===== src/rtl/am4_mcseq.sv =====
// Reduced Am2910-style microprogram sequencer: uPC, return stack, optional loop counter.
// Optional loop counter is built only when AM4_MCSEQ_CNT_EN is defined.
module am4_mcseq #(
  parameter int AW = 10,
  parameter int SD = 4
) (
  input  logic          clk,
  input  logic          rst_n,
  input  logic          ce,
  input  logic [2:0]    op,
  input  logic          cc,
  input  logic          cin,
  input  logic [AW-1:0] d,
  output logic [AW-1:0] y,
  output logic          full,
  output logic          empty,
  output logic          cnt_z
);

  localparam int SPW = $clog2(SD + 1);

  typedef enum logic [2:0] {
    OP_JZ   = 3'd0,
    OP_CJS  = 3'd1,
    OP_JMAP = 3'd2,
    OP_CJP  = 3'd3,
    OP_PUSH = 3'd4,
    OP_CRTN = 3'd5,
    OP_LDCT = 3'd6,
    OP_RPCT = 3'd7
  } op_e;

  logic [AW-1:0]  upc_q, upc_d;
  logic [SPW-1:0] sp_q, sp_d;
  logic [AW-1:0]  stk_q [SD];
  logic [AW-1:0]  tos;
  logic [AW-1:0]  y_sel;
  logic [SD-1:0]  wr_sel;
  logic           push, pop, clr;
  logic           full_w, empty_w;

`ifdef AM4_MCSEQ_CNT_EN
  logic [AW-1:0]  cnt_q, cnt_d;
  logic           cnt_nz;

  assign cnt_nz = |cnt_q;
  assign cnt_z  = ~cnt_nz;
`else
  assign cnt_z  = 1'b1;
`endif

  assign full_w  = (sp_q == SPW'(SD));
  assign empty_w = (sp_q == '0);
  assign full    = full_w;
  assign empty   = empty_w;

  // Empty stack reads as zero because no entry matches sp-1.
  always_comb begin
    tos = '0;
    for (int i = 0; i < SD; i++) begin
      if (sp_q == SPW'(i + 1)) tos = stk_q[i];
    end
  end

  // A push into a full stack lands on the top slot instead of growing.
  always_comb begin
    for (int i = 0; i < SD; i++) begin
      wr_sel[i] = (sp_q == SPW'(i)) || (full_w && (i == SD - 1));
    end
  end

  always_comb begin
    y_sel = upc_q;
    push  = 1'b0;
    pop   = 1'b0;
    clr   = 1'b0;
`ifdef AM4_MCSEQ_CNT_EN
    cnt_d = cnt_q;
`endif
    case (op_e'(op))
      OP_JZ: begin
        y_sel = '0;
        clr   = 1'b1;
      end
      OP_CJS: begin
        if (cc) begin
          y_sel = d;
          push  = 1'b1;
        end
      end
      OP_JMAP: y_sel = d;
      OP_CJP: begin
        if (cc) y_sel = d;
      end
      OP_PUSH: begin
        push = 1'b1;
`ifdef AM4_MCSEQ_CNT_EN
        if (cc) cnt_d = d;
`endif
      end
      OP_CRTN: begin
        if (cc) begin
          y_sel = tos;
          pop   = 1'b1;
        end
      end
`ifdef AM4_MCSEQ_CNT_EN
      OP_LDCT: cnt_d = d;
      OP_RPCT: begin
        if (cnt_nz) begin
          y_sel = d;
          cnt_d = cnt_q - 1'b1;
        end
      end
`endif
      default: ;
    endcase
  end

  always_comb begin
    sp_d = sp_q;
    if (clr)                 sp_d = '0;
    else if (push && !full_w) sp_d = sp_q + 1'b1;
    else if (pop && !empty_w) sp_d = sp_q - 1'b1;
  end

  assign upc_d = y_sel + AW'(cin);
  assign y     = rst_n ? y_sel : '0;

  always_ff @(posedge clk or negedge rst_n) begin
    if (!rst_n) begin
      upc_q <= '0;
      sp_q  <= '0;
      for (int i = 0; i < SD; i++) stk_q[i] <= '0;
`ifdef AM4_MCSEQ_CNT_EN
      cnt_q <= '0;
`endif
    end else if (ce) begin
      upc_q <= upc_d;
      sp_q  <= sp_d;
      for (int i = 0; i < SD; i++) begin
        if (push && wr_sel[i]) stk_q[i] <= upc_q;
      end
`ifdef AM4_MCSEQ_CNT_EN
      cnt_q <= cnt_d;
`endif
    end
  end

endmodule


===== config.mk =====
export PLATFORM = sky130hd
export DESIGN_NAME = am4_mcseq
export DESIGN_NICKNAME = d
export VERILOG_FILES = /design/src/rtl/am4_mcseq.sv
export SDC_FILE = /design/constraint.sdc
export NUM_CORES = 1
export LEC_CHECK = 0
export BUFFER_PORTS_ARGS = -buffer_cell sky130_fd_sc_hd__clkbuf_2
export CORE_MARGIN = 4
export CORE_UTILIZATION = 53
export DETAILED_ROUTE_END_ITERATION = 10
export PLACE_DENSITY = 0.73
export SKIP_CTS_REPAIR_TIMING = 1
export SKIP_LAST_GASP = 1
export SYNTH_ARGS = -nofsm -noshare
export SYNTH_HDL_FRONTEND = slang
export SYNTH_SLANG_ARGS = --single-unit

===== constraint.sdc =====
create_clock -name clk -period 3.06 [get_ports clk]
set_input_delay 0.153 -clock clk [delete_from_list [all_inputs] [get_ports clk]]
set_output_delay 0.153 -clock clk [all_outputs]
set_load 0.01 [all_outputs]

; ---- Word level (Yosys, flattened, before mapping)
; Index checks and enable logic that the tools add are counted.
; W data, S select, Z words.
[totals]
inputBits = 18
register_bits = 53
elab_cells = 51
[op_classes]
eq_ne = 9
n_reduce_logical = 18
mux = 15
add_sub_neg = 3
[ops]
columns = op, n
row1 = $mux W10, 7
row2 = $pmux W10 S4, 1
row3 = $eq A3 B2 Y1 const B, 4
row4 = $add A10 B1 Y10, 1
row5 = $reduce_and A2 Y1, 5
row6 = $eq A3 B3 Y1 const B, 3
row7 = $mux W3, 3
row8 = $eq A3 B1 Y1 const B, 2
row9 = $logic_and A1 B1 Y1, 6
row10 = $logic_not A3 Y1, 2
row11 = $add A3 B1 Y3 const B, 1
row12 = $mux W1, 3
row13 = $reduce_bool A3 Y1, 1
row14 = $sub A3 B1 Y3 const B, 1
row15 = $logic_not A1 Y1, 2
row16 = $pmux W1 S2, 1
row17 = $reduce_or A2 Y1, 1
row18 = $logic_or A1 B1 Y1, 1

; ---- Logic depth before layout (Yosys ltp)
; Gate-level depths: netlist (run 1).
[logic_depth]
ltp_word = 8
mapped_depth = 15
mapped_depth_nobuf = 13

; ---- Least setup slack after synthesis (run 1)
; No wires, ideal clock.
[synth_timing]
kind = reg-to-reg
startpoint = reg sp_q[2]
endpoint = reg upc_q[9]
path_slack_ns = -0.014
t_required_ns = 2.970
stages_incl_launch_ff = 15
path_buffers = 3
setup_ns = 0.090
period_less_slack_ns = 3.074
t_arrival_ns = 2.984
path_cell_list = dfrtp_1 -> buf_6 -> buf_2 -> inv_1 -> ha_1 -> buf_6 -> inv_1 -> nor2_1 -> a222oi_1 -> o21ai_0 -> ha_1 -> inv_1 -> a2111o_1 -> or4_1 -> o2111ai_1
[synth_between]
elab_chain_len = 8
elab_cells_between_ends = 11
cone_classes = add/sub (1) / eq/ne (4) / mux (6)
[synth_lines]
columns = element, line_no
row1 = "start, declared", 34  ; logic [SPW-1:0] sp_q, sp_d;
row2 = "start signal, assigned", 140  ; sp_q <= sp_d;
row3 = $eq A3 B1 Y1, 61  ; if (sp_q == SPW'(i + 1)) tos = stk_q[i];
row4 = $mux W10 (3 in series), 61
row5 = $mux W10 (*), 61
row6 = $mux W10 (*), 102  ; if (cc) begin
row7 = $pmux W10 S4 (*), 80  ; case (op_e'(op))
row8 = $add A10 B1 Y10 (*), 127  ; assign upc_d = y_sel + AW'(cin);
row9 = "end signal, assigned", 139  ; upc_q <= upc_d;
row10 = "end, declared", 33  ; logic [AW-1:0] upc_q, upc_d;
; Every way passes the cells marked *; elsewhere a longest branch is shown, timed or not.
; A chain may end at the register's enable or synchronous reset.

; ---- Final worst setup path (run 1)
[layout_timing]
startpoint = reg sp_q[0]
endpoint = out y[6]
[layout_between]
elab_chain_len = 8
elab_cells_between_ends = 11
cone_classes = eq/ne (4) / mux (7)
[layout_lines]
columns = element, line_no
row1 = $eq A3 B1 Y1, 61
row2 = $mux W10 (3 in series), 61
row3 = $mux W10 (*), 61
row4 = $mux W10 (*), 102
row5 = $pmux W10 S4 (*), 80
row6 = $mux W10 (*), 128  ; assign y = rst_n ? y_sel : '0;
row7 = "end, declared", 14  ; output logic [AW-1:0] y,
; Marks and branches as above.

==> results of run 1 <==
layout by cell type (no fill, tap or decap), types with 3 or more instances in the layout:
master and count:
clkbuf_8 5, a221o_1 6, a211oi_1 3, nand3b_1 6, mux2_2 44, clkbuf_2 29, nor2_1 8, nor2b_1 4
dfrtp_1 53, nand2_1 24, o21ai_0 7, and2_1 8, and3_1 3, o21a_1 4, nand3_1 3, and2b_1 4
buf_4 15, ha_1 7, o22ai_1 3, a22o_1 3, inv_1 13, nor3b_1 4, a222oi_1 7, o2111ai_1 3
a211o_1 3
sequential cells by signal (all words and copies together) (netlist names):
name / count
sp_q: 3
stk_q: 40
upc_q: 10
worst max-delay path, cell delays in order, from the launching register on:
cell and delay, ps:
dfrtp_1 420, ha_1 250, ha_4 220, buf_4 160, a22o_1 200, a221o_1 270
a222oi_1 560, and2b_1 260, clkbuf_2 120
per-layer routing:
metal  global-route usage  vias to the layer above  part of all wire
met2                0.312                       92              0.44
met1                0.303                     1177              0.48
met5                    0                        -                 0
li1                     -                     1157                 -
met3               0.0388                       10             0.066
met4               0.0863                        0             0.018
cell families (layout without fill, tap and decap cells):
| logic type | count (synthesis) | after routing | synth area share |
|---|---|---|---|
| buffers and inverters | 29 | 67 | 0.0447 |
| XOR/XNOR | 4 | 4 | 0.0111 |
| multiplexers | 46 | 46 | 0.163 |
| adder cells (fa/ha/maj) | 8 | 8 | 0.0316 |
| AO/OA/AOI/OAI | 69 | 69 | 0.182 |
| AND/OR/NAND/NOR | 78 | 78 | 0.147 |
| other | 1 | 1 | 0.00119 |
| flip-flops | 53 | 53 | 0.419 |
per-stage QoR:
stage	TNS, ps	worst slack (ps)	hold slack [ps]	cells
5_1_grt	-42.1	-19.6	216	398
2_1_floorplan	0	52.2	-143	288
3_5_place_dp	0	143	249	387
3_3_place_gp	0	241	251	387
6_report	0	111	220	398
4_1_cts	0	6.79	-99.1	395
cell type report:
type,count,share of cell area
Sequential cell,53,0.372
Timing Repair Buffer,45,0.0750
Clock buffer,5,0.0193
Clock inverter,3,0.0140
Multi-Input combinational cell,206,0.480
Inverter,14,0.0147
Tap cell,72,0.0252
Yosys cell counts (all sizes together), types with 4 or more instances:
| cell type | n | share of area |
|---|---|---|
| a222oi | 7 | 0.022 |
| and2b | 5 | 0.012 |
| nor3b | 5 | 0.013 |
| nor2 | 8 | 0.0095 |
| clkbuf | 4 | 0.0051 |
| nand2 | 25 | 0.030 |
| dfrtp | 53 | 0.42 |
| ha | 8 | 0.032 |
| a21oi | 4 | 0.0087 |
| a22o | 4 | 0.011 |
| and2 | 8 | 0.016 |
| inv | 14 | 0.017 |
| o21a | 4 | 0.0095 |
| buf | 11 | 0.023 |
| o21ai | 9 | 0.014 |
| a221o | 6 | 0.019 |
| nand3b | 6 | 0.014 |
| nor2b | 4 | 0.0079 |
| mux2 | 44 | 0.16 |
worst paths after layout:
check                               start   endpoint  slack [ps]  cells after the start
worst min-delay path                  cin   upc_q[0]         220                      3
max in group asynchronous           rst_n  stk_q[32]        1780                      3
worst max-delay path              sp_q[0]       y[6]         110                      8
worst min register to register  stk_q[31]  stk_q[31]         510                      1
min in group asynchronous           rst_n   upc_q[9]         410                      2
worst max register to register    sp_q[0]   upc_q[9]         150                      9
where the power goes:
group	total [mW]	internal, mW	switching [mW]
Clock	0.506	0.251	0.255
Sequential	1.16	0.961	0.200
Combinational	1.10	0.544	0.556
Total	2.77	1.76	1.01
==> results.sh, run 1 <==
export IMPL_avgSynthCellArea_um2=11.0
export IMPL_drt_wirelength_per_cell_um=18.3
export IMPL_ys_seq_area_frac=0.419
export IMPL_portBuffers=29
export IMPL_gp_congestion=0.819
export IMPL_min_path_type="in -> reg"
export IMPL_cts_tree="yes"
export IMPL_numCtsBuffers=5
export IMPL_grt_pass1_vias=2332
export IMPL_firstDrtPassIters=4
export IMPL_yosysUniqueCellTypes=68
export IMPL_grt_total_usage=0.211
export IMPL_place_area_mm2=0.00341
export IMPL_utilization=0.633
export IMPL_synth_fp_nets=314
export IMPL_ir_drop_mv=0.315
export IMPL_nFillCells=467
export IMPL_drtAntennaViolNets=0
export IMPL_drt_iter0_drc=168
export IMPL_die_x_um=85.3
export IMPL_drive_gt1_frac=0.337
export IMPL_clock_sinks=53
export IMPL_drv_cap=0
export IMPL_power_mw=2.77
export IMPL_globalRouteOverflowTotal=0
export IMPL_status="finished clean"
export IMPL_clkSlewWorstSetupHoldPaths_ps=100
export IMPL_syn_cell_area_mm2=0.00316
export IMPL_layout_area_overhead_vs_synth_pct=12.9
export IMPL_final_nets=351
export IMPL_cp_start_kind="flop"
export IMPL_num_rows=27
export IMPL_clk_path_buf_depth=2
export IMPL_ys_ff_latch=53
export IMPL_worst_pin_slew_ps=902
export IMPL_grt_max_degree=35
export IMPL_grt_first_pass_wirelength_mm=12.1
export IMPL_ctsHtreeMaxLevel=2
export IMPL_num_antenna_cells=0
export IMPL_p_leak_nw=1.64
export IMPL_fin_crit_ps=2950
export IMPL_max_slew_margin=0.395
export IMPL_fmax_ghz=0.339
export IMPL_synthFlopType="dfrtp_1"
export IMPL_cts_root_buf="clkbuf_8"
export IMPL_min_period_over_period=0.964
export IMPL_clk_latency_ps=320
export IMPL_antenna_found_initial=0
export IMPL_hpwl_mm=5.35
export IMPL_grt_setup_unrepaired="true"
export IMPL_cp_max_fo=11
export IMPL_ioPinCount=31
export IMPL_yosysWarnings=0
export IMPL_crit_type="reg -> out"
export IMPL_finalHoldViolations=0
export IMPL_fp_dieH_um=85.3
export IMPL_vias_per_cell=6.12
export IMPL_syn_inst=288
export IMPL_seqCellArea_mm2=0.00133
export IMPL_synth_edff_count=0
export IMPL_end_kind="primary output"
export IMPL_design_area_mm2=0.00357
export IMPL_worstPathArrival_ps=2800
export IMPL_final_max_slew_viol_count=0
export IMPL_multi_input_area_mm2=0.00171
export IMPL_vias=2436
export IMPL_setup_viol=0
export IMPL_core_mm2=0.00564
export IMPL_dieArea_mm2=0.00727
export IMPL_power_density_mw_per_mm2=775
export IMPL_required_ps=2910
export IMPL_skew_ps=8.74
export IMPL_wl_mm=7.30
export IMPL_start_util=0.561
export IMPL_async_reset_ff_frac=1.00
export IMPL_drcViolationCount=0
(Power assumes the default switching activity.)
==> run 2, diff against run 1 <==
--- a/config.mk
+++ b/config.mk
@@ -6,7 +6,7 @@
 export NUM_CORES = 1
 export LEC_CHECK = 0
 export BUFFER_PORTS_ARGS = -buffer_cell sky130_fd_sc_hd__clkbuf_2
-export CORE_MARGIN = 4
+export CORE_MARGIN = 3
 export CORE_UTILIZATION = 53
 export DETAILED_ROUTE_END_ITERATION = 10
 export PLACE_DENSITY = 0.73
==> constraint.sdc (replaced) <==
create_clock -name clk -period 2.6 [get_ports clk]
set_input_delay 0.13 -clock clk [delete_from_list [all_inputs] [get_ports clk]]
set_output_delay 0.13 -clock clk [all_outputs]
set_load 0.01 [all_outputs]
==> run 2 against run 1 <==
Net effect: the run now ends with hold timing, setup timing left; flip-flop and latch count unchanged; largest power group is now combinational cells; sequential share of layout area decreased by 5.3 points; final area increased by 17%; critical path depth increased by 1; cell count increased by 12%; critical endpoint unchanged; hold slack got worse by 230 ps; largest cell class unchanged.
==> results.sh, run 2 (synthesis results as in run 1) <==
export IMPL_grt_max_degree=26
export IMPL_drt_iter0_drc=216
export IMPL_clk_latency_ps=310
export IMPL_required_ps=2470
export IMPL_die_x_um=83.3
export IMPL_power_density_mw_per_mm2=902
export IMPL_mostFrequentLayoutCell="buf_4"
export IMPL_drcViolationCount=0
export IMPL_gp_congestion=0.881
export IMPL_drive_gt1_frac=0.500
export IMPL_status="complete, but fails checks"
export IMPL_min_period_over_period=1.11
export IMPL_fin_crit_ps=2880
export IMPL_ioPinCount=31
export IMPL_cts_root_buf="clkbuf_8"
export IMPL_cp_slowest_cell="a222oi_1"
export IMPL_wl_mm=9.07
export IMPL_min_path_type="in -> async"
export IMPL_layout_area_overhead_vs_synth_pct=31.7
export IMPL_crit_type="reg -> out"
export IMPL_setup_slack_ps=-275
export IMPL_violations="hold timing, setup timing"
export IMPL_cts_tree="yes"
export IMPL_met1_length_mm=3.96
export IMPL_clock_sinks=53
export IMPL_met2_length_mm=4.46
export IMPL_vias_per_cell=6.19
export IMPL_globalRouteOverflowTotal=0
export IMPL_hpwl_mm=6.20
export IMPL_final_max_slew_viol_count=0
export IMPL_cp_buffers_inverters=4
export IMPL_numCtsBuffers=5
export IMPL_largest_register="stk_q"
export IMPL_worstPathArrival_ps=2750
export IMPL_cp_cell_sequence="buf_6 -> ha_4 -> nor3b_2 -> buf_4 -> a221o_1 -> a222oi_1 -> buf_4 -> and2b_1 -> clkbuf_2"
export IMPL_cp_slowest_stage_delay_ps=510
export IMPL_fp_dieH_um=83.3
export IMPL_max_slew_margin=0.600
export IMPL_fin_setup_tns_ps=-1740
export IMPL_crit_path_frequent_cell="buf_4"
export IMPL_end_kind="primary output"
export IMPL_power_mw=3.76
export IMPL_drv_cap=0
export IMPL_cp_start_kind="flop"
export IMPL_critPathTopFamily="compound AO/OA/AOI/OAI gates"
export IMPL_design_area_mm2=0.00417
export IMPL_largest_register_ffs=40
export IMPL_antenna_found_initial=0
export IMPL_start_util=0.561
export IMPL_firstDrtPassIters=5
export IMPL_portBuffers=29
export IMPL_drt_wirelength_per_cell_um=20.3
export IMPL_num_rows=27
export IMPL_worst_pin_slew_ps=600
export IMPL_p_leak_nw=1.93
export IMPL_setup_viol=15
export IMPL_grt_pass1_vias=2702
export IMPL_finalHoldViolations=9
export IMPL_holdWs_ps=-12.7
export IMPL_final_nets=399
export IMPL_dieArea_mm2=0.00693
export IMPL_final_cell_mix="55 x buf_4, 51 x dfrtp_1, 43 x mux2_2, 26 x clkbuf_2, 22 x nand2_1"
export IMPL_grt_setup_unrepaired="true"
export IMPL_ir_drop_mv=0.489
export IMPL_clkSlewWorstSetupHoldPaths_ps=100
export IMPL_clk_path_buf_depth=2
export IMPL_place_area_mm2=0.00366
export IMPL_num_antenna_cells=0
export IMPL_fmax_ghz=0.348
export IMPL_grt_first_pass_wirelength_mm=13.6
export IMPL_vias=2760
export IMPL_largestRegisters="stk_q (40), upc_q (10), sp_q (3)"
export IMPL_cp_max_fo=6
export IMPL_core_mm2=0.00564
export IMPL_drtAntennaViolNets=0
export IMPL_wl_met3_um=477
export IMPL_skew_ps=9.81
export IMPL_top_layer="met4"
export IMPL_grt_total_usage=0.245
export IMPL_ctsHtreeMaxLevel=2
## run 2: final cells by class
| cell class | instances | area (µm²) |
|---|---|---|
| flip-flops and latches | 53 | 1330 |
| clock inverters | 1 | 30.0 |
| repair buffers | 93 | 669 |
| inverters | 14 | 57.6 |
| clock buffers | 7 | 86.3 |
| multi-input cells | 206 | 1900 |
| well taps | 72 | 90.1 |
| fillers | 381 | 1480 |
## run 2: path summary, 6_finish.rpt
path / startpoint / endpoint / slack (ps) / depth (start not counted)
min: rst_n / stk_q[1] / -10 / 2
min reg2reg: stk_q[3] / stk_q[3] / 510 / 1
max reg2reg: sp_q[1] / upc_q[9] / -230 / 10
max: sp_q[1] / y[6] / -280 / 9
min in group clk: cin / upc_q[0] / 250 / 3
max in group asynchronous: rst_n / upc_q[0] / 1720 / 2
## run 2: worst register-to-register path: cells and delay by family, from the launching register on
| kind | cells | cell delay, ps |
|---|---|---|
| buffers and inverters | 2 | 360 |
| AND/OR/NAND/NOR | 2 | 780 |
| AO/OA/AOI/OAI | 4 | 810 |
| adder cells (fa/ha/maj) | 2 | 360 |
| flip-flops | 1 | 460 |
## run 2: metrics by stage
stage / hold slack [ps] / setup slack, ps / utilization / std cells
6_report: -12.7 / -275 / 0.739 / 446
5_1_grt: 20.6 / -400 / 0.739 / 446
4_1_cts: -252 / -464 / 0.669 / 424
3_5_place_dp: 82.1 / -172 / 0.649 / 416
3_3_place_gp: 75.1 / -78.6 / 0.649 / 416
2_1_floorplan: -166 / 24.0 / - / 288
## run 2: power breakdown
group          switching [mW]  total (mW)  internal [mW]
Sequential              0.281        1.42           1.13
Clock                   0.261       0.575          0.314
Combinational           0.828        1.77          0.939
Total                    1.37        3.76           2.39
## run 2: metal layers
metal | GRT usage | vias up
met5 | 0 | -
li1 | - | 1253
met3 | 0.0427 | 18
met1 | 0.327 | 1378
met4 | 0.0802 | 0
met2 | 0.405 | 111
